## src/rtl/vis_centroid_calc.sv

```systemverilog
// vis_centroid_calc: per-frame centroid of a binary mask, divided sequentially after vsync rise.
// Optional CENTROID_MIN_PIXELS_EN rejects objects smaller than MIN_PIXELS.
module vis_centroid_calc #(
  parameter int IMG_H      = 720,
  parameter int IMG_W      = 1280,
  parameter int MIN_PIXELS = 16
) (
  input  logic        clk,
  input  logic        rst,
  input  logic        de,
  input  logic        hsync,
  input  logic        vsync,
  input  logic        mask_in,
  output logic [10:0] x_center,
  output logic [10:0] y_center,
  output logic        found,
  output logic        centroid_valid
);
  typedef enum logic [1:0] {IDLE, CHECK, DIVIDE, DONE} state_t;
  state_t state, state_n;
  logic        vsync_d, frame_end, no_obj, obj, gx, gy;
  logic [10:0] x_pos, y_pos;
  logic [31:0] sum_x, sum_y, qx, qy;
  logic [20:0] cnt, dv, rx, ry;
  logic [21:0] tx, ty;
  logic [4:0]  step;
  assign frame_end = vsync & ~vsync_d;
  assign tx = {rx, qx[31]};
  assign ty = {ry, qy[31]};
  assign gx = tx >= {1'b0, dv};
  assign gy = ty >= {1'b0, dv};
`ifdef CENTROID_MIN_PIXELS_EN
  assign no_obj = dv < 21'(MIN_PIXELS);
  logic unused_hsync;
  assign unused_hsync = hsync;
`else
  assign no_obj = dv == '0;
  logic unused_in;
  assign unused_in = hsync ^ MIN_PIXELS[0];
`endif
  always_ff @(posedge clk or posedge rst)
    if (rst) state <= IDLE;
    else state <= state_n;
  always_comb begin
    state_n = state;
    unique case (state)
      IDLE:    state_n = frame_end ? CHECK : IDLE;
      CHECK:   state_n = no_obj ? DONE : DIVIDE;
      DIVIDE:  state_n = step == 5'd31 ? DONE : DIVIDE;
      default: state_n = IDLE;
    endcase
  end
  always_ff @(posedge clk or posedge rst)
    if (rst) begin
      vsync_d        <= 1'b0;
      x_pos          <= '0;
      y_pos          <= '0;
      sum_x          <= '0;
      sum_y          <= '0;
      cnt            <= '0;
      qx             <= '0;
      qy             <= '0;
      dv             <= '0;
      rx             <= '0;
      ry             <= '0;
      step           <= '0;
      obj            <= 1'b0;
      x_center       <= '1;
      y_center       <= '1;
      found          <= 1'b0;
      centroid_valid <= 1'b0;
    end else begin
      vsync_d <= vsync;
      if (vsync) begin
        x_pos <= '0;
        y_pos <= '0;
      end else if (de) begin
        x_pos <= x_pos == 11'(IMG_W - 1) ? '0 : x_pos + 11'd1;
        if (x_pos == 11'(IMG_W - 1)) y_pos <= y_pos == 11'(IMG_H - 1) ? '0 : y_pos + 11'd1;
      end
      if (frame_end) begin
        sum_x <= '0;
        sum_y <= '0;
        cnt   <= '0;
      end else if (de && mask_in && !vsync) begin
        sum_x <= sum_x + 32'(x_pos);
        sum_y <= sum_y + 32'(y_pos);
        cnt   <= cnt + 21'd1;
      end
      // Operands latch only from IDLE; a frame ending mid-divide is dropped.
      if (frame_end && state == IDLE) begin
        qx <= sum_x;
        qy <= sum_y;
        dv <= cnt;
      end else if (state == DIVIDE) begin
        qx   <= {qx[30:0], gx};
        qy   <= {qy[30:0], gy};
        rx   <= gx ? 21'(tx - {1'b0, dv}) : tx[20:0];
        ry   <= gy ? 21'(ty - {1'b0, dv}) : ty[20:0];
        step <= step + 5'd1;
      end
      if (state == CHECK) begin
        rx   <= '0;
        ry   <= '0;
        step <= '0;
        obj  <= ~no_obj;
      end
      centroid_valid <= state == DONE;
      if (state == DONE) begin
        found    <= obj;
        x_center <= obj ? qx[10:0] : '1;
        y_center <= obj ? qy[10:0] : '1;
      end
    end
endmodule

```

## config.mk

```make
export PLATFORM = sky130hd
export DESIGN_NAME = vis_centroid_calc
export DESIGN_NICKNAME = d
export VERILOG_FILES = /design/src/rtl/vis_centroid_calc.sv
export SDC_FILE = /design/constraint.sdc
export NUM_CORES = 1
export LEC_CHECK = 0
export BUFFER_PORTS_ARGS = -buffer_cell sky130_fd_sc_hd__buf_4
export CORE_ASPECT_RATIO = 0.5
export CORE_MARGIN = 10
export CORE_UTILIZATION = 42
export CTS_CLUSTER_SIZE = 28
export DETAILED_ROUTE_END_ITERATION = 7
export GPL_TIMING_DRIVEN = 0
export HOLD_SLACK_MARGIN = 0.02
export PLACE_DENSITY = 0.67
export SYNTH_ARGS = -nofsm -noshare
export SYNTH_HDL_FRONTEND = slang
export SYNTH_SLANG_ARGS = --single-unit
```

## constraint.sdc

```tcl
create_clock -name clk -period 24.7 [get_ports clk]
set_input_delay 4.94 -clock clk [delete_from_list [all_inputs] [get_ports clk]]
set_output_delay 4.94 -clock clk [all_outputs]
set_load 0.02 [all_outputs]
```

# Word-level counts from Yosys, hierarchy flattened
# Index checks and enable logic that the tools add are counted.
# totals
ff_bits	267
in_bits	6
elab_cells	85
# op_classes
n_addsub	8
magnitude_cmp	2
n_eq_ne	7
mux	34
bitwise_logic	3
reduce_logical	13
# ops
operator	n
$mux 32	8
$mux 21	10
$mux 11	9
$add 32x11->32	2
$ge 22x21->1	2
$sub 21x21->21	2
$add 11x1->11 const B	2
$add 21x1->21 const B	1
$logic_not 21->1	1
$mux 5	3
$eq 11x10->1 const B	1
$eq 11x11->1 const B	1
$reduce_bool 2->1	5
$pmux 2 s3	1
$add 5x1->5 const B	1
$eq 5x5->1 const B	1
$eq 2x2->1 const B	2
$reduce_and 2->1	2
$logic_and 1x1->1	3
$mux 1	3
$eq 2x1->1 const B	1
$logic_not 2->1	1
$ne 2x1->1 const B	1
$not 1->1	2
2 further kinds	2

# Longest topological paths before layout
# depth
ltp_word	5
mapped_depth	12

# Worst setup path before layout
# Ideal clock, no wire load.
# synth_path
path_type	input-to-reg
start	in vsync
end	reg sum_x[31]
setup_time_ps	129
arrival_time_ps	6440
required_ps	24571
path_slack_ps	18130
stages	9
path_cell_list	nand3b_1 nor2_1 and3_1 and2_1 clkbuf_2 and4_1 nand4_1 o211ai_1 o31ai_1
# synth_between
elab_chain_len	3
word_cells_on_any_way	5
cone_classes	mux (1); bitwise (1); reduce/logical (3)
# synth_rtl
item	line	text
start, declared	12	input logic vsync,
$logic_not 1->1	85	end else if (de && mask_in && !vsync) begin
$logic_and 1x1->1	85	
$reduce_bool 2->1 (no source line)	-	
end signal, assigned	86	sum_x <= sum_x + 32'(x_pos);
end, declared	23	logic [31:0] sum_x, sum_y, qx, qy;
# Parallel ways exist; a longest one is shown, timed or not.
# A chain may end at the register's enable or synchronous reset.

# Worst setup path in the final report
# layout_path
start	in vsync
end	reg cnt[19]
# layout_between
elab_chain_len	3
word_cells_on_any_way	5
cone_classes	mux (1); bitwise (1); reduce/logical (3)
# layout_rtl
item	line	text
$logic_not 1->1	85	
$logic_and 1x1->1	85	
$reduce_bool 2->1 (no source line)	-	
end signal, assigned	88	cnt <= cnt + 21'd1;
end, declared	24	logic [20:0] cnt, dv, rx, ry;
# Parallel ways exist; a longest one is shown, timed or not.

==> out/results.ini <==
[floorplanning]
io-pin-count=30
floorplan.core_area_um2=36000
core.rowCount=49
dieWidth_um=290
design.die.area_um2=45000
die_h_um=155
initial_utilization=0.426

[sta]
smallest_setup_slack_after_layout_ps=17970
setup_violations=0
timing.final.hold_violations=0
rsz0062_at_grt=false
fmax_mhz=148
fin_crit_sh=0.273
max_slew.worst_pin.slew_ps=952
min_period_ps=6730
final-max-slew-violation-count=0
slew_headroom=0.362
finalSetupTns_ps=0
fin_worst_skew_ps=12.7

[logic_synthesis]
netlist-cell-type-count=81
synthMostInstantiatedCell=dfrtp_1
mappedNetlistNets=1690
dominant_cell_type_by_area_after_synthesis=dfrtp_1
post-synth-top-area-fraction=0.400
syn_avg_cell_area_um2=9.54
synth_seq_cells=267
synthFlopType=dfrtp_1
synth.yosys.warnings=0
synthCells=1607
share_of_synthesized_area_occupied_by_flip_flops_and_latches=0.438
synth-edff-count=0
synth.top_cells.by_area=dfrtp_1 (40%), mux2i_1 (7.2%), ha_1 (6.0%)
post_synth_instance_area_um2=15300
synth.top_cells.by_count=dfrtp_1 (245), nor2_1 (159), a21oi_1 (120)
synth-async-reset-ratio=1.00

[finish]
synthToLayoutAreaGrowth_pct=11.9
final.fill_count=3331
n_antenna_cell=0
seq_area_um2=6710
design_area_um2=17200
drive_gt1_frac=0.0950
design.final.nets=1748
multiInputGateArea_um2=7980
finish.cell_count_without_fillers=2169
post-route-util=0.477

[drt]
detail_route.drc_violations=0
dr.pass1.iters=5
routed-via-count=12100
routed_wl_mm=37.8
drt_first_iter_violations=934
wire_per_inst_um=17.4
remaining_antenna_violation_count_after_routing=0
avgViaCountPerCell=5.57

[power]
netSwitchingPower_uw=872
power_report.internal_total_mw=1.28
power.density_cell_area_nw_per_um2=125
swShare=0.406
comb_power_share=0.488
power.leakage_nw=7.79
clock_power_share=0.207
power.ir.vdd_worst_mv=0.0582
seq_power_share=0.305

[placement]
hpwl_mm=27.7
dpl-instance-area_um2=16200
routabilityCongestion=0.907
portBuffers=28
dpl.cell_count=2121
pre_cts_worst_setup_slack_ps=17420

[clock_network]
clock_input_transition_at_the_sequential_cells_of_the_worst_setup_and_hold_paths_ps=70
clock_tree_from_tritoncts=done
cts_inserted_buffers=26
clkSinkCount=267
cts_buffer_depth=3
cts_max_level=1
post-cts-setup-buffers=0
postCtsHoldBufs=0
resized_gates_after_cts=0
clk-insertion-delay-late_ps=560
clock-root-buffer=clkbuf_16

[global_route]
grtUsageTotal=0.167
grt_pass1_vias=11700
grt.overflow.total=0
grt_antenna_before_repair=0
grt_first_pass_wirelength_mm=63.1
grt_max_degree=131

[worst_hold_path]
holdCritPathClass=reg -> reg

[setup_path]
timing.critical_path.buf_inv=1
critical-path-top-cell-by-count=nor2_1
worstSetupStartpointType=input pin
timing.critical_path.fanout_max=9
cp_data_required_time_ps=25110
timing.critical_path.slowest_stage_cell=nor3_1
cp.arrival_ps=7150
worst-setup-path-type=in -> reg
crit_path_cell_trace=buf_4, nand3b_1, nor3_1, nand2_1, nor2_1, nand3_1, xor2_1, nor2_1
critPathTopFamily=simple AND/OR/NAND/NOR gates
cpPeakStageDelay_ps=740
critPathCaptureType=register

[status]
run_status=completed

[run]
cap_violations=0

[flip-flops by register name, indices dropped and copies added (netlist names), 21 cells and up]
name   flops
cnt       21
dv        21
rx        21
ry        21
sum_x     32
sum_y     32
qy        32
qx        32
[power groups by stage]
stage	Sequential [mW]	Clock (mW)	Combinational, mW
5_1_grt	0.672	0.471	1.17
4_1_cts	0.656	0.453	1.05
6_report	0.656	0.444	1.05
3_5_place_dp	0.664	0	1.05
2_1_floorplan	0.654	0	0.794
3_3_place_gp	0.661	0	1.03
[per-stage QoR]
stage | total power [mW] | hold slack [ps]
final | 2.15 | 491
after detailed placement | 1.71 | 481
after floorplan | 1.45 | 449
after global routing | 2.31 | 502
after global placement | 1.69 | 476
after CTS | 2.16 | 489
[final timing paths]
check / start / endpoint / slack [ps] / cells past startpoint
max reg2reg: qx[31] / rx[10] / 21470 / 12
max: vsync / cnt[19] / 17970 / 8
min in group asynchronous: rst / ry[12] / 4350 / 2
max in group asynchronous: rst / sum_y[13] / 18950 / 4
min reg2reg: sum_x[31] / sum_x[31] / 490 / 1
min: sum_x[31] / sum_x[31] / 490 / 1
[layout make-up]
type	instances	share of cell area
Buffer	79	0.0207
Clock buffer	32	0.0416
Clock inverter	16	0.0139
Inverter	78	0.0175
Multi-Input combinational cell	1183	0.465
Sequential cell	267	0.391
Tap cell	484	0.0353
Timing Repair Buffer	30	0.0155
[cell usage in the layout (no fill, tap or decap), types with 27 or more instances in the layout]
| master | count |
|---|---|
| ha_1 | 73 |
| xnor2_1 | 29 |
| mux2i_1 | 111 |
| clkbuf_1 | 55 |
| and3_1 | 27 |
| nand3_1 | 83 |
| nor2_1 | 159 |
| inv_1 | 77 |
| nand2_1 | 104 |
| xor2_1 | 30 |
| a31oi_1 | 31 |
| dfrtp_1 | 245 |
| buf_4 | 31 |
| o21ai_0 | 96 |
| a21oi_1 | 120 |
[cell families (layout without fill, tap and decap cells)]
family	count (synthesis)	count (layout)	share of synthesized area
flops	267	267	0.438
simple gates	503	503	0.159
buf+inv	157	235	0.0423
fa+ha+maj	77	77	0.0648
compound gates	410	410	0.173
xor+xnor	59	59	0.0337
mux	134	134	0.0894
[layer usage]
layer | GRT usage | up-vias | share of wire
met2 | 0.268 | 240 | 0.45
li1 | - | 5911 | -
met4 | 0.0508 | 0 | 0.031
met5 | 0 | - | 0
met1 | 0.231 | 5856 | 0.47
met3 | 0.0234 | 69 | 0.046
Note: power is estimated with default switching activity, not from simulation.
